**config.mk**
```make
export PLATFORM = sky130hd
export DESIGN_NAME = signed_seq_divider
export DESIGN_NICKNAME = d
export VERILOG_FILES = /design/src/rtl/signed_seq_divider.sv
export SDC_FILE = /design/constraint.sdc
export NUM_CORES = 1
export LEC_CHECK = 0
export CAP_MARGIN = 20
export CORE_UTILIZATION = 56
export DETAILED_ROUTE_END_ITERATION = 6
export GPL_ROUTABILITY_DRIVEN = 0
export PLACE_DENSITY = 0.82
export SLEW_MARGIN = 10
export SYNTH_ARGS = -nofsm -noshare
export SYNTH_HDL_FRONTEND = slang
export SYNTH_SLANG_ARGS = --single-unit
```
**constraint.sdc**
```tcl
create_clock -name clk -period 3.2 [get_ports clk]
set_input_delay 0.48 -clock clk [delete_from_list [all_inputs] [get_ports clk]]
set_output_delay 0.48 -clock clk [all_outputs]
set_load 0.01 [all_outputs]
```
**src/rtl/signed_seq_divider.sv**
```systemverilog
// -----------------------------------------------------------------------------
// signed_seq_divider
//
// Sequential signed 16-by-8 integer divider (truncating division).
// Restoring division is performed on the operand magnitudes over 16 CALC
// cycles, followed by a single FIXUP cycle that applies the signs, evaluates
// the overflow / divide-by-zero flags and registers the results.
//
// Handshake: `start` is sampled only in IDLE. `done_flag` pulses for exactly
// one cycle, 17 edges after the start edge, and the results are valid from
// that cycle on. Results and flags hold until the next completion.
//
// Ports:
//   clk          in   1   rising-edge clock
//   rst          in   1   asynchronous, active-high reset
//   start        in   1   begin an operation (ignored unless IDLE)
//   dividend     in  16   signed dividend, sampled on the start edge
//   divisor      in   8   signed divisor, sampled on the start edge
//   quotient     out  8   signed quotient (registered)
//   remainder    out  8   signed remainder, sign follows the dividend
//   overflow     out  1   true quotient lies outside -128..127
//   div_by_zero  out  1   divisor was zero
//   done_flag    out  1   one-cycle completion pulse
//
// Configuration macro:
//   DIV_SATURATE_EN  defined   -> on overflow the quotient saturates to
//                                 8'h7F (positive) or 8'h80 (negative)
//                    undefined -> on overflow the quotient is the low byte of
//                                 the true signed quotient (wraps)
// -----------------------------------------------------------------------------
module signed_seq_divider (
    input  logic        clk,
    input  logic        rst,
    input  logic        start,
    input  logic [15:0] dividend,
    input  logic [7:0]  divisor,
    output logic [7:0]  quotient,
    output logic [7:0]  remainder,
    output logic        overflow,
    output logic        div_by_zero,
    output logic        done_flag
);

    typedef enum logic [1:0] {
        S_IDLE  = 2'd0,
        S_CALC  = 2'd1,
        S_FIXUP = 2'd2
    } state_t;

    // -------------------------------------------------------------------------
    // Helper functions
    // -------------------------------------------------------------------------

    // Two's-complement magnitude of a 16-bit value; -32768 maps to 16'h8000.
    function automatic logic [15:0] abs16(input logic [15:0] v);
        logic [15:0] r;
        if (v[15]) begin
            r = ~v + 16'd1;
        end else begin
            r = v;
        end
        return r;
    endfunction

    // Two's-complement magnitude of an 8-bit value; -128 maps to 8'h80.
    function automatic logic [7:0] abs8(input logic [7:0] v);
        logic [7:0] r;
        if (v[7]) begin
            r = ~v + 8'd1;
        end else begin
            r = v;
        end
        return r;
    endfunction

    // Conditionally negate an 8-bit value.
    function automatic logic [7:0] cneg8(input logic [7:0] v, input logic neg);
        logic [7:0] r;
        if (neg) begin
            r = ~v + 8'd1;
        end else begin
            r = v;
        end
        return r;
    endfunction

    // -------------------------------------------------------------------------
    // State and datapath registers
    // -------------------------------------------------------------------------
    state_t      state_q,     state_d;
    logic        sd_q,        sd_d;        // dividend sign
    logic        sv_q,        sv_d;        // divisor sign
    logic [15:0] shreg_q,     shreg_d;     // dividend magnitude -> quotient magnitude
    logic [7:0]  dvs_q,       dvs_d;       // divisor magnitude
    // Partial remainder. Only the trial value needs a 9th bit: after every
    // step R < |divisor| <= 128, so the stored remainder fits in 8 bits.
    logic [7:0]  rem_q,       rem_d;
    logic [4:0]  count_q,     count_d;
    logic [7:0]  div_lo_q,    div_lo_d;    // raw dividend low byte for /0 result

    logic [7:0]  quotient_q,  quotient_d;
    logic [7:0]  remainder_q, remainder_d;
    logic        overflow_q,  overflow_d;
    logic        dbz_q,       dbz_d;
    logic        done_q,      done_d;

    // Combinational temporaries
    logic [8:0]  trial_s;      // T = {R[7:0], shift-register MSB}
    logic [15:0] shifted_s;
    logic        q_neg_s;
    logic        ovf_s;
    logic [7:0]  q_low_s;

    // State and datapath register bank with asynchronous active-high reset.
    always_ff @(posedge clk or posedge rst) begin
        if (rst) begin
            state_q     <= S_IDLE;
            sd_q        <= 1'b0;
            sv_q        <= 1'b0;
            shreg_q     <= 16'd0;
            dvs_q       <= 8'd0;
            rem_q       <= 8'd0;
            count_q     <= 5'd0;
            div_lo_q    <= 8'd0;
            quotient_q  <= 8'd0;
            remainder_q <= 8'd0;
            overflow_q  <= 1'b0;
            dbz_q       <= 1'b0;
            done_q      <= 1'b0;
        end else begin
            state_q     <= state_d;
            sd_q        <= sd_d;
            sv_q        <= sv_d;
            shreg_q     <= shreg_d;
            dvs_q       <= dvs_d;
            rem_q       <= rem_d;
            count_q     <= count_d;
            div_lo_q    <= div_lo_d;
            quotient_q  <= quotient_d;
            remainder_q <= remainder_d;
            overflow_q  <= overflow_d;
            dbz_q       <= dbz_d;
            done_q      <= done_d;
        end
    end

    // Next-state, datapath and result logic; every target defaults to hold.
    always_comb begin
        state_d     = state_q;
        sd_d        = sd_q;
        sv_d        = sv_q;
        shreg_d     = shreg_q;
        dvs_d       = dvs_q;
        rem_d       = rem_q;
        count_d     = count_q;
        div_lo_d    = div_lo_q;
        quotient_d  = quotient_q;
        remainder_d = remainder_q;
        overflow_d  = overflow_q;
        dbz_d       = dbz_q;
        done_d      = 1'b0;

        trial_s     = {rem_q, shreg_q[15]};
        shifted_s   = {shreg_q[14:0], 1'b0};
        q_neg_s     = sd_q ^ sv_q;
        // Negative results may reach -128, positive ones only +127.
        if (q_neg_s) begin
            ovf_s = (shreg_q > 16'd128);
        end else begin
            ovf_s = (shreg_q > 16'd127);
        end
        // Low byte of the negated quotient equals the negated low byte.
        q_low_s     = cneg8(shreg_q[7:0], q_neg_s);

        case (state_q)
            S_IDLE: begin
                if (start) begin
                    sd_d     = dividend[15];
                    sv_d     = divisor[7];
                    shreg_d  = abs16(dividend);
                    dvs_d    = abs8(divisor);
                    rem_d    = 8'd0;
                    count_d  = 5'd16;
                    div_lo_d = dividend[7:0];
                    state_d  = S_CALC;
                end else begin
                    state_d  = S_IDLE;
                end
            end

            S_CALC: begin
                // One restoring step: shift in the next dividend bit and
                // subtract the divisor if it fits.
                if (trial_s >= {1'b0, dvs_q}) begin
                    rem_d   = 8'(trial_s - {1'b0, dvs_q});
                    shreg_d = shifted_s | 16'd1;
                end else begin
                    rem_d   = trial_s[7:0];
                    shreg_d = shifted_s;
                end
                count_d = count_q - 5'd1;
                if (count_q == 5'd1) begin
                    state_d = S_FIXUP;
                end else begin
                    state_d = S_CALC;
                end
            end

            S_FIXUP: begin
                if (dvs_q == 8'd0) begin
                    // The iterations ran only to keep latency fixed; their
                    // result is meaningless for a zero divisor.
                    quotient_d  = 8'h00;
                    remainder_d = div_lo_q;
                    overflow_d  = 1'b0;
                    dbz_d       = 1'b1;
                end else begin
`ifdef DIV_SATURATE_EN
                    if (ovf_s) begin
                        if (q_neg_s) begin
                            quotient_d = 8'h80;
                        end else begin
                            quotient_d = 8'h7F;
                        end
                    end else begin
                        quotient_d = q_low_s;
                    end
`else
                    quotient_d  = q_low_s;
`endif
                    // Truncating division: remainder takes the dividend sign.
                    remainder_d = cneg8(rem_q, sd_q);
                    overflow_d  = ovf_s;
                    dbz_d       = 1'b0;
                end
                done_d  = 1'b1;
                state_d = S_IDLE;
            end

            default: begin
                state_d = S_IDLE;
            end
        endcase
    end

    assign quotient    = quotient_q;
    assign remainder   = remainder_q;
    assign overflow    = overflow_q;
    assign div_by_zero = dbz_q;
    assign done_flag   = done_q;

endmodule

```
After elaboration in Yosys (flattened, before gate mapping)
Cells that the tools add are included.
{ "totals": {"word_cells": 57, "register_bits": 68} }
{ "classes": {"n_bitwise": 5, "mux": 21, "n_addsub": 6, "n_reduce_logical": 5, "n_lt_le_gt_ge": 3, "eq_ne": 4} }
{ "op_table": {"columns": ["op", "count"], "rows": [
  ["$mux 8", 7],
  ["$mux 16", 2],
  ["$pmux 16 s2", 1],
  ["$add 8x1->8 const B", 3],
  ["$not 8->8", 3],
  ["$add 16x1->16 const B", 1],
  ["$gt 16x7->1 const B", 1],
  ["$gt 16x8->1 const B", 1],
  ["$not 16->16", 1],
  ["$pmux 8 s2", 1],
  ["$pmux 5 s2", 1],
  ["$ge 9x8->1", 1],
  ["$logic_not 8->1", 1],
  ["$sub 8x8->8", 1],
  ["$mux 1", 6],
  ["$eq 5x1->1 const B", 1],
  ["$mux 5", 1],
  ["$sub 5x1->5 const B", 1],
  ["$pmux 2 s2", 1],
  ["$reduce_and 2->1", 2],
  ["$eq 2x1->1 const B", 1],
  ["$eq 2x2->1 const B", 1],
  ["$logic_not 2->1", 1],
  ["$mux 2", 1],
  ["other kinds (3)", 3]
]} }

Longest topological paths before layout
Gate-level depths: netlist of run 1.
{ "depth": {"word_depth": 5, "mapped_depth": 10} }

Worst setup path before layout of run 1
OpenSTA, ideal clock, no wires.
{ "synth_path": {"path_kind": "reg2reg", "startpoint": "register rem_q[0]", "endpoint": "register rem_q[3]", "stages_incl_launch_ff": 9, "slack_ns": 0.987, "arrival_time_ns": 2.089, "cell_sequence": "dfrtp_1 -> ha_1 -> nor2b_1 -> o31a_1 -> o21ai_0 -> a31o_2 -> buf_2 -> a2111oi_0 -> a211o_1"} }
{ "synth_between": {"elab_chain_cells": 3, "word_cells_on_any_way": 4, "classes_between": "add/sub (1); order compare (1); mux (2)"} }
{ "synth_rtl": {"columns": ["item", "line", "source"], "rows": [
  ["start: declaration", "97", "logic [7:0] rem_q, rem_d;"],
  ["start signal: assignment", "136", "rem_q <= rem_d;"],
  ["$sub 8x8->8 / $ge 9x8->1 (equally long branches)", "195, 194", null],
  ["$mux 8 (*)", "194", "if (trial_s >= {1'b0, dvs_q}) begin"],
  ["$pmux 8 s2 (*)", "175", "case (state_q)"]
]} }
Every way passes the cells marked *; elsewhere a longest branch is shown, timed or not.
A chain may end at the register's enable or synchronous reset.

Final worst setup path of run 1
{ "layout_path": {"startpoint": "input port dividend[6]", "endpoint": "register shreg_q[14]"} }
{ "layout_between": {"elab_chain_cells": 5} }
{ "layout_rtl": {"columns": ["item", "line", "source"], "rows": [
  ["start: declaration", "35", "input logic [15:0] dividend,"],
  ["$not 16->16", "58", "r = ~v + 16'd1;"],
  ["$add 16x1->16", "58", null],
  ["$mux 16", "57", "if (v[15]) begin"],
  ["$mux 16", "177", "if (start) begin"],
  ["$pmux 16 s2", "175", null],
  ["end signal: assignment", "134", "shreg_q <= shreg_d;"],
  ["end: declaration", "93", "logic [15:0] shreg_q, shreg_d;"]
]} }
No other way between the ends. The select of a mux whose other input is x is not followed.

==> flow_metrics.tcl, run 1 <==
set metrics [dict create \
    status "finished with violations" \
    violations "DRC" \
    place_area_mm2 0.00437 \
    worst_pin_slew_ns 0.774 \
    grtUsageMet3_pct 6.91 \
    grt_max_degree 40 \
    avgSynthCellArea_um2 8.92 \
    grt-ovfl-total 0 \
    wl_per_cell_um 15.5 \
    cts_tree "built" \
    syn_nets 473 \
    drtAntennaViolNets 0 \
    die_y_um 84.8 \
    worstSetupEndpointType "flip-flop" \
    relSlewSlack_pct 48.3 \
    synth_cell_types 52 \
    numCtsBuffers 9 \
    nets 518 \
    clk_latency_ns 0.36 \
    grt_util_met2_pct 45.5 \
    clock.fmax_mhz 394 \
    timing.setup.tns_ns 0 \
    required_ns 3.42 \
    holdBufCountCts 0 \
    slowest_stage "or4_4" \
    setup.worst_path.class "in2reg" \
    ctsResizeCount 0 \
    io_pins 46 \
    start_kind "primary input" \
    cts_sinks 68 \
    dieArea_mm2 0.00720 \
    setup-violations-final 0 \
    hpwl_um 6460 \
    p_per_area_mw_per_mm2 1030 \
    period_needed_ns 2.54 \
    vdd_drop_max_v 0.000566 \
    portBuffers 45 \
    dp_cells 542 \
    grtUsageTotal_pct 26.8 \
    synthMuxAreaShare_pct 1.82 \
    netlist_instances 431 \
    core_area_mm2 0.00649 \
    finClkSkew_ns 0.0123 \
    critPathMaxFanout 4 \
    synth_edf_count 0 \
    final_area_mm2 0.00460 \
    slowest_delay_ns 0.61 \
    grt_antenna_before_repair 0 \
    maxCapViolations 0 \
    ys_warn_count 0 \
    worstPathArrival_ns 2.76 \
    n_antenna_cell 0 \
    ys_seq_elements 68 \
    synth_compound_area_share_pct 18.6 \
    grt_pass1_vias 3227 \
    hold_class "reg2reg" \
    synth-adder-area-share_pct 5.08 \
    path_cells "clkdlybuf4s50_1 -> or4_4 -> nor4_4 -> or4b_1 -> o21ai_1 -> xor2_1 -> o21ai_0" \
    fp-row-count 29 \
    synth_xor_area_share_pct 7.98 \
    h-tree-depth 3 \
    ys_async_sr_fraction_pct 100 \
    die_w_um 84.8 \
    drive_above_1_share_pct 5.82 \
    post-route-drc-count 6 \
    yosysSeqAreaShare_pct 44.3 \
    power.leakage_nw 2.05 \
    n_fill_cell 485 \
    synth_top_family_by_area "compound AO/OA/AOI/OAI gates" \
    wl_um 8650 \
    drv_slew 0 \
    dr.pass1.iters 7 \
    syn_area_mm2 0.00384 \
    cts_setup_buffers 0 \
    via_per_inst 5.91 \
    instances_no_fill 558 \
    use_met1_pct 33.6 \
    clkSlewWorstSetupHoldPaths_ns 0.08 \
    gr-max-usage-layer "met2" \
    grt_pass1_wl_um 15100 \
    syn_to_final_growth_pct 19.6 \
    drtIter0Drc 180 \
    hold_viol_final 0 \
    cts_buffer_depth 2 \
    vias 3295 \
    start_util_pct 59.2 \
    finalCritPeriodShare_pct 79.4 \
    synthSimpleGateAreaFrac_pct 18.2 \
    synthFlopType "dfrtp_1" \
    root_buffer "clkbuf_8" \
    rsz0062_at_grt "no" \
]
sequential cells by signal, indices dropped and copies added (netlist names), 2 cells and up:
signal / count
rem_q: 8
remainder: 8
dvs_q: 8
count_q: 5
div_lo_q: 8
shreg_q: 16
quotient: 8
state_q: 2
where the power goes:
group          leakage [nW]  switching (mW)  internal, mW
logic                  1.11            1.19          1.09
clock network         0.110           0.352         0.444
registers             0.836           0.387          1.26
routing by layer:
layer / up-vias / share of wire (%)
met5: - / 0
met4: 0 / 1.7
met3: 15 / 6.2
met2: 125 / 50
met1: 1561 / 42
li1: 1594 / -
cell families (layout without fill, tap and decap cells):
kind of cell | count (synthesis) | after routing
fa+ha+maj | 15 | 15
mux | 7 | 7
xor+xnor | 35 | 35
simple gates | 150 | 150
compound gates | 115 | 115
flops | 68 | 68
buf+inv | 41 | 91
path summary, 6_finish.rpt:
kind                       slack (ns)  cells after the start                    start                 endpoint
max                              0.66                      7              dividend[6]  shreg_q[14]$_DFFE_PP0P_
min                              0.47                      2  quotient[0]$_DFFE_PP0P_  quotient[0]$_DFFE_PP0P_
max reg2reg                      0.72                      7     rem_q[0]$_DFFE_PP0P_     rem_q[3]$_DFFE_PP0P_
min reg2reg                      0.47                      2  quotient[0]$_DFFE_PP0P_  quotient[0]$_DFFE_PP0P_
max in group asynchronous        1.89                      3                      rst  div_lo_q[1]$_DFFE_PP0P_
min in group asynchronous        0.59                      2                      rst  div_lo_q[5]$_DFFE_PP0P_
critical path, delay by kind of cell:
family,cells,cell delay (ns)
simple gates,3,1.31
xor+xnor,1,0.18
buf+inv,1,0.48
compound gates,2,0.31
cell type report:
type	instances	area, um2	area share (%)
sequential	68	1700	37.0
clock buffer	9	124	2.70
tap	77	96.3	2.10
inverter	23	86.3	1.88
timing repair buffer	52	503	10.9
clock inverter	7	98.8	2.15
multi-input combinational	322	1990	43.2
metrics by stage:
step                      util (%)  hold WS [ns]  power, mW  setup WS (ns)
final                         70.8         0.472       4.72          0.659
after global routing          70.8         0.490       5.13          0.589
after CTS                     70.8         0.479       4.72          0.692
after detailed placement      67.3         0.460       3.91          0.325
after global placement        67.3         0.450       3.78          0.450
after floorplan                  -         0.440       3.21          0.987
layout by cell type, fill, tap and decap left out, types with 3 or more instances in the layout:
cell and n:
nand2_1 83, dfrtp_1 68, o21ai_0 56, clkdlybuf4s50_1 45, inv_1 21, nor2_1 19, xnor2_1 18, xor2_1 17
ha_1 14, a22oi_1 11, nand3_1 9, clkbuf_8 9, a21oi_1 8, nand2b_1 7, mux2i_1 7, o31ai_1 7
buf_4 7, nor2b_1 5, nor3_1 5, or3_1 5, nor4_1 5, o22ai_1 4, a32oi_1 4, o41ai_1 3
a21boi_0 3
Yosys cell counts, types with 7 or more instances:
cell type	number	area share [%]
o21ai_0	56	7.3
nor2_1	19	1.9
xor2_1	17	3.9
ha_1	14	4.6
mux2i_1	7	1.8
a22oi_1	11	2.1
a21oi_1	8	1.0
xnor2_1	18	4.1
clkbuf_1	16	1.6
nand2b_1	7	1.1
inv_1	22	2.1
o31ai_1	7	1.4
nand3_1	9	1.2
dfrtp_1	68	44
nand2_1	83	8.1
(Power assumes the default switching activity.)
==> inputs of run 2 (changes only) <==
--- a/config.mk
+++ b/config.mk
@@ -6,10 +6,10 @@
 export NUM_CORES = 1
 export LEC_CHECK = 0
 export CAP_MARGIN = 20
-export CORE_UTILIZATION = 56
+export CORE_UTILIZATION = 51
 export DETAILED_ROUTE_END_ITERATION = 6
 export GPL_ROUTABILITY_DRIVEN = 0
-export PLACE_DENSITY = 0.82
+export PLACE_DENSITY = 0.79
 export SLEW_MARGIN = 10
 export SYNTH_ARGS = -nofsm -noshare
 export SYNTH_HDL_FRONTEND = slang
==> constraint.sdc (replaced) <==
create_clock -name clk -period 2.2 [get_ports clk]
set_input_delay 0.33 -clock clk [delete_from_list [all_inputs] [get_ports clk]]
set_output_delay 0.33 -clock clk [all_outputs]
set_load 0.01 [all_outputs]
==> run 2 against run 1 <==
Critical path type is now reg2reg. Register-to-register slack lost 0.63 ns. Utilization shrank 2.4 points. Via count grew 4.6%. Total power grew 57%. Die area grew 9.6%. Wire length grew 7.1%. The run now ends clean. Largest power group unchanged. Clock power grew 62%. Flip-flop and latch count is the same. Clock-buffer cell count grew 3. Clock skew shrank 0.0044 ns.
==> flow_metrics.tcl, run 2 (synthesis results as in run 1) <==
set metrics [dict create \
    required_ns 2.44 \
    largest_reg_flops 16 \
    numCtsBuffers 9 \
    dieArea_mm2 0.00789 \
    wl_per_cell_um 15.1 \
    critPathMaxFanout 12 \
    worst_pin_slew_ns 0.709 \
    grt_max_degree 50 \
    finClkSkew_ns 0.00791 \
    grt-ovfl-total 0 \
    vdd_drop_max_v 0.000839 \
    instances_no_fill 615 \
    die_w_um 88.8 \
    relSlewSlack_pct 52.4 \
    hold_viol_final 0 \
    maxCapViolations 0 \
    root_buffer "clkbuf_8" \
    n_fill_cell 594 \
    fp-row-count 31 \
    worstPathArrival_ns 2.35 \
    cts_tree "built" \
    clock.fmax_mhz 475 \
    path_cells "inv_1 -> ha_1 -> nand2_1 -> or3_1 -> a31o_4 -> and3_1 -> a211o_1" \
    nets 553 \
    post-route-drc-count 0 \
    layout.cells.most_common "nand2_1" \
    drive_above_1_share_pct 13.0 \
    drv_slew 0 \
    finalCritPeriodShare_pct 95.7 \
    start_util_pct 53.0 \
    h-tree-depth 3 \
    via_per_inst 5.60 \
    slowest_stage "or3_1" \
    hpwl_um 6900 \
    vias 3445 \
    dp_worst_setup_slack_ns -0.371 \
    worst_slack_ns 0.0944 \
    grt_pass1_wl_um 15400 \
    drtAntennaViolNets 0 \
    p_per_area_mw_per_mm2 1490 \
    status "completed" \
    grtUsageTotal_pct 26.1 \
    cts_sinks 68 \
    period_needed_ns 2.11 \
    core_area_mm2 0.00725 \
    clk_latency_ns 0.35 \
    grt_antenna_before_repair 0 \
    drtIter0Drc 211 \
    setup.worst_path.class "reg2reg" \
    timing.setup.tns_ns 0 \
    hold_ws_ns 0.300 \
    regMostFlops "shreg_q" \
    syn_to_final_growth_pct 28.9 \
    power.leakage_nw 2.26 \
    start_kind "flip-flop" \
    finish.utilization_pct 68.3 \
    clkSlewWorstSetupHoldPaths_ns 0.08 \
    n_antenna_cell 0 \
    dp_cells 598 \
    worstSetupEndpointType "flip-flop" \
    cts_buffer_depth 2 \
    wl_um 9270 \
    die_y_um 88.8 \
    portBuffers 45 \
    io_pins 46 \
    hold_class "in2async" \
    setup-violations-final 0 \
    dr.pass1.iters 4 \
    final_cell_mix "83 x nand2_1, 68 x dfrtp_1, 54 x o21ai_0" \
    slowest_delay_ns 0.42 \
    grt_pass1_vias 3319 \
    holdBufCountCts 0 \
]
==> run 2: changes by cell type in the layout (fill, tap and decap cells not counted), sizes merged <==
cell	previous run	this run
clkdlybuf4s50	45	42
dlygate4sd2	0	3
bufinv	2	3
inv	24	22
clkbuf	9	12
clkinv	3	2
buf	7	42
clkinvlp	1	0
==> run 2: per-layer routing <==
| metal | up-vias | track usage [%] | routed length, um | part of all wire (%) |
|---|---|---|---|---|
| met2 | 95 | 44.6 | 4730 | 51 |
| met3 | 24 | 4.57 | 451 | 4.9 |
| met1 | 1657 | 32.7 | 3870 | 42 |
| li1 | 1669 | - | - | - |
| met4 | 0 | 10.7 | 213 | 2.3 |
| met5 | - | 0 | 0 | 0 |
==> run 2: final cells by class <==
| type | count | area [um2] | share of cell area (%) |
|---|---|---|---|
| multi-input combinational | 322 | 2020 | 40.7 |
| inverter | 23 | 86.3 | 1.74 |
| sequential | 68 | 1700 | 34.3 |
| timing repair buffer | 87 | 774 | 15.6 |
| clock inverter | 4 | 95.1 | 1.92 |
| tap | 99 | 124 | 2.50 |
| clock buffer | 12 | 155 | 3.13 |
==> run 2: what timing repair did <==
item | in CTS | in global routing
pin swaps | 4 | 2
endpoints found under the setup margin | 1 | 11
setup buffers | 1 | 0
gates resized for setup | 6 | 5
==> run 2: final timing paths <==
kind | slack [ns] | cells past startpoint | startpoint | endpoint
worst max-delay path | 0.09 | 7 | dvs_q[5]$_DFFE_PP0P_ | rem_q[3]$_DFFE_PP0P_
worst min-delay path | 0.30 | 2 | rst | quotient[3]$_DFFE_PP0P_
worst max register to register | 0.09 | 7 | dvs_q[5]$_DFFE_PP0P_ | rem_q[3]$_DFFE_PP0P_
worst min register to register | 0.47 | 2 | div_lo_q[6]$_DFFE_PP0P_ | div_lo_q[6]$_DFFE_PP0P_
max in group asynchronous | 1.30 | 3 | rst | dvs_q[0]$_DFFE_PP0P_
min in group clk | 0.46 | 4 | dividend[7] | div_lo_q[7]$_DFFE_PP0P_
==> run 2: power breakdown <==
group,internal (mW),total [mW],switching [mW]
logic,1.87,3.81,1.95
clock network,0.814,1.29,0.478
registers,1.83,2.29,0.460
total,4.51,7.40,2.89
==> run 2: metrics by stage <==
stage | area [um2] | power (mW)
after floorplan | 3840 | 4.68
after global placement | 4670 | 5.79
after detailed placement | 4670 | 5.98
after CTS | 4930 | 7.30
after global routing | 4950 | 8.04
final | 4950 | 7.40
==> run 2: worst max-delay path, delay by kind of cell, from the launching register on <==
family,cells,cell delay (ns)
AOI/OAI and AO/OA,2,0.54
adders and majority gates,1,0.33
buffers and inverters,1,0.06
DFF,1,0.38
and+or+nand+nor,3,0.70
==> inputs of run 3 (changes only) <==
--- a/config.mk
+++ b/config.mk
@@ -9,6 +9,7 @@
 export CORE_UTILIZATION = 51
 export DETAILED_ROUTE_END_ITERATION = 6
 export GPL_ROUTABILITY_DRIVEN = 0
+export GPL_TIMING_DRIVEN = 0
 export PLACE_DENSITY = 0.79
 export SLEW_MARGIN = 10
 export SYNTH_ARGS = -nofsm -noshare
==> run 3 against run 2 <==
Worst hold slack lost 0.030 ns. First-iteration DRC count grew 29%. Sequential power grew 3%. Register-to-register slack lost 0.04 ns. Largest power group unchanged. Highest routed layer unchanged. Global-route usage shrank 0.50 points. Critical endpoint is now rem_q[5]$_DFFE_PP0P_.
==> flow_metrics.tcl, run 3 (synthesis results as in run 1) <==
set metrics [dict create \
    relSlewSlack_pct 54.0 \
    hold_ws_ns 0.270 \
    cp.buffers_inverters 1 \
    status "completed" \
    clk_latency_ns 0.35 \
    dr.pass1.iters 5 \
    syn_to_final_growth_pct 26.4 \
    period_needed_ns 2.15 \
    critPathMaxFanout 5 \
    worst_slack_ns 0.0509 \
    start_kind "flip-flop" \
    rsz0062_at_grt "yes" \
    cts_buffer_depth 2 \
    power.leakage_nw 2.13 \
    numCtsBuffers 9 \
    place_area_mm2 0.00444 \
    wl_um 9430 \
    p_total_mw 7.55 \
    maxCapViolations 0 \
    start_util_pct 53.0 \
    regMostFlops "shreg_q" \
    fp-row-count 31 \
    finalCritPeriodShare_pct 97.7 \
    hold_class "in2async" \
    slowest_stage "dfrtp_1" \
    required_ns 2.43 \
    grt_max_degree 52 \
    grt_antenna_before_repair 0 \
    io_pins 46 \
    slowest_delay_ns 0.45 \
    dieArea_mm2 0.00789 \
    hold_viol_final 0 \
    drv_slew 0 \
    rr_worst_depth 7 \
    cts_sinks 68 \
    grt-ovfl-total 0 \
    worstPathArrival_ns 2.38 \
    path_cells "ha_1 -> nand2_1 -> or3_1 -> a31o_2 -> buf_2 -> a32oi_1 -> o21ai_0" \
    timing.critical_path.max_delay_family "compound AO/OA/AOI/OAI gates" \
    setup-violations-final 0 \
    largest_reg_flops 16 \
    drive_above_1_share_pct 10.8 \
    cts_tree "built" \
    layout.cells.most_common "nand2_1" \
    finClkSkew_ns 0.00738 \
    rr_endpoint "rem_q[5]$_DFFE_PP0P_" \
    root_buffer "clkbuf_8" \
    rrSetupSlack_ns 0.05 \
    grtUsageTotal_pct 25.6 \
    die_w_um 88.8 \
    setup.worst_path.class "reg2reg" \
    timing.setup.tns_ns 0 \
    clock.fmax_mhz 465 \
    via_per_inst 5.74 \
    vias 3439 \
    h-tree-depth 3 \
    vdd_drop_max_v 0.000827 \
    worst_pin_slew_ns 0.684 \
    die_y_um 88.8 \
    core_area_mm2 0.00725 \
    final_cell_mix "82 x nand2_1, 65 x dfrtp_1, 55 x o21ai_0" \
    hpwl_um 6680 \
    rr_startpoint "rem_q[5]$_DFFE_PP0P_" \
    grt_pass1_vias 3211 \
    final_area_mm2 0.00486 \
    post-route-drc-count 0 \
    p_per_area_mw_per_mm2 1550 \
    grt_pass1_wl_um 15200 \
    worstSetupEndpointType "flip-flop" \
    n_antenna_cell 0 \
    drtAntennaViolNets 0 \
    dp_worst_setup_slack_ns -0.592 \
    portBuffers 44 \
    wl_per_cell_um 15.7 \
    holdBufCountCts 0 \
    crit_start "rem_q[5]$_DFFE_PP0P_" \
    nets 537 \
    clkSlewWorstSetupHoldPaths_ns 0.08 \
    drtIter0Drc 272 \
]
==> run 3: cell types whose count changed in the layout (fill, tap and decap cells not counted), sizes merged <==
cell	delta
clkdlybuf4s50	-2
buf	-32
clkinvlp	+1
inv	+1
clkbuf	+14
clkdlybuf4s15	+2
dlygate4sd2	-1
clkinv	+1
==> run 3: cell type report <==
class	instances	area (um2)
fillers	565	2400
clock buffers	9	124
inverters	23	88.8
plain buffers	18	78.8
clock inverters	7	124
well taps	99	124
repair buffers	53	526
flip-flops and latches	68	1710
multi-input cells	322	2090
==> run 3: how the worst max path moves through the flow <==
| stage | slack (ns) | to | cells past startpoint |
|---|---|---|---|
| finish | 0.05 | rem_q[5]$_DFFE_PP0P_ | 7 |
| global route | -0.05 | rem_q[5]$_DFFE_PP0P_ | 8 |
| floorplan | 0.06 | rem_q[3]$_DFFE_PP0P_ | 8 |
| global placement | -0.96 | shreg_q[12]$_DFFE_PP0P_ | 2 |
| CTS | -0.03 | shreg_q[14]$_DFFE_PP0P_ | 7 |
| detailed placement | -0.59 | shreg_q[14]$_DFFE_PP0P_ | 7 |
==> run 3: where the power goes <==
group / leakage [nW] / total [mW] / internal [mW] / switching [mW]
sequential: 0.832 / 2.36 / 1.83 / 0.526
clock: 0.120 / 1.27 / 0.760 / 0.512
combinational: 1.17 / 3.92 / 1.91 / 2.01
total: 2.13 / 7.55 / 4.50 / 3.05
==> run 3: metrics by stage <==
step                      utilization (%)  instances
after CTS                            65.6        594
final                                67.0        599
after floorplan                         -        431
after global placement               60.8        574
after detailed placement             61.2        575
after global routing                 67.0        599
==> run 3: per-layer routing <==
metal | vias up | GRT usage, % | wire length [um]
li1 | 1635 | - | -
met1 | 1663 | 34.2 | 4180
met2 | 120 | 41.7 | 4550
met3 | 21 | 3.73 | 508
met4 | 0 | 10.9 | 190
met5 | - | 0 | 0
==> run 3: what timing repair did <==
item                                    in CTS  in global routing
pin swaps                                    3                  4
endpoints found under the setup margin      11                 28
buffers inserted                             3                  4
resized for setup                           20                 15
gates cloned                                 0                  1
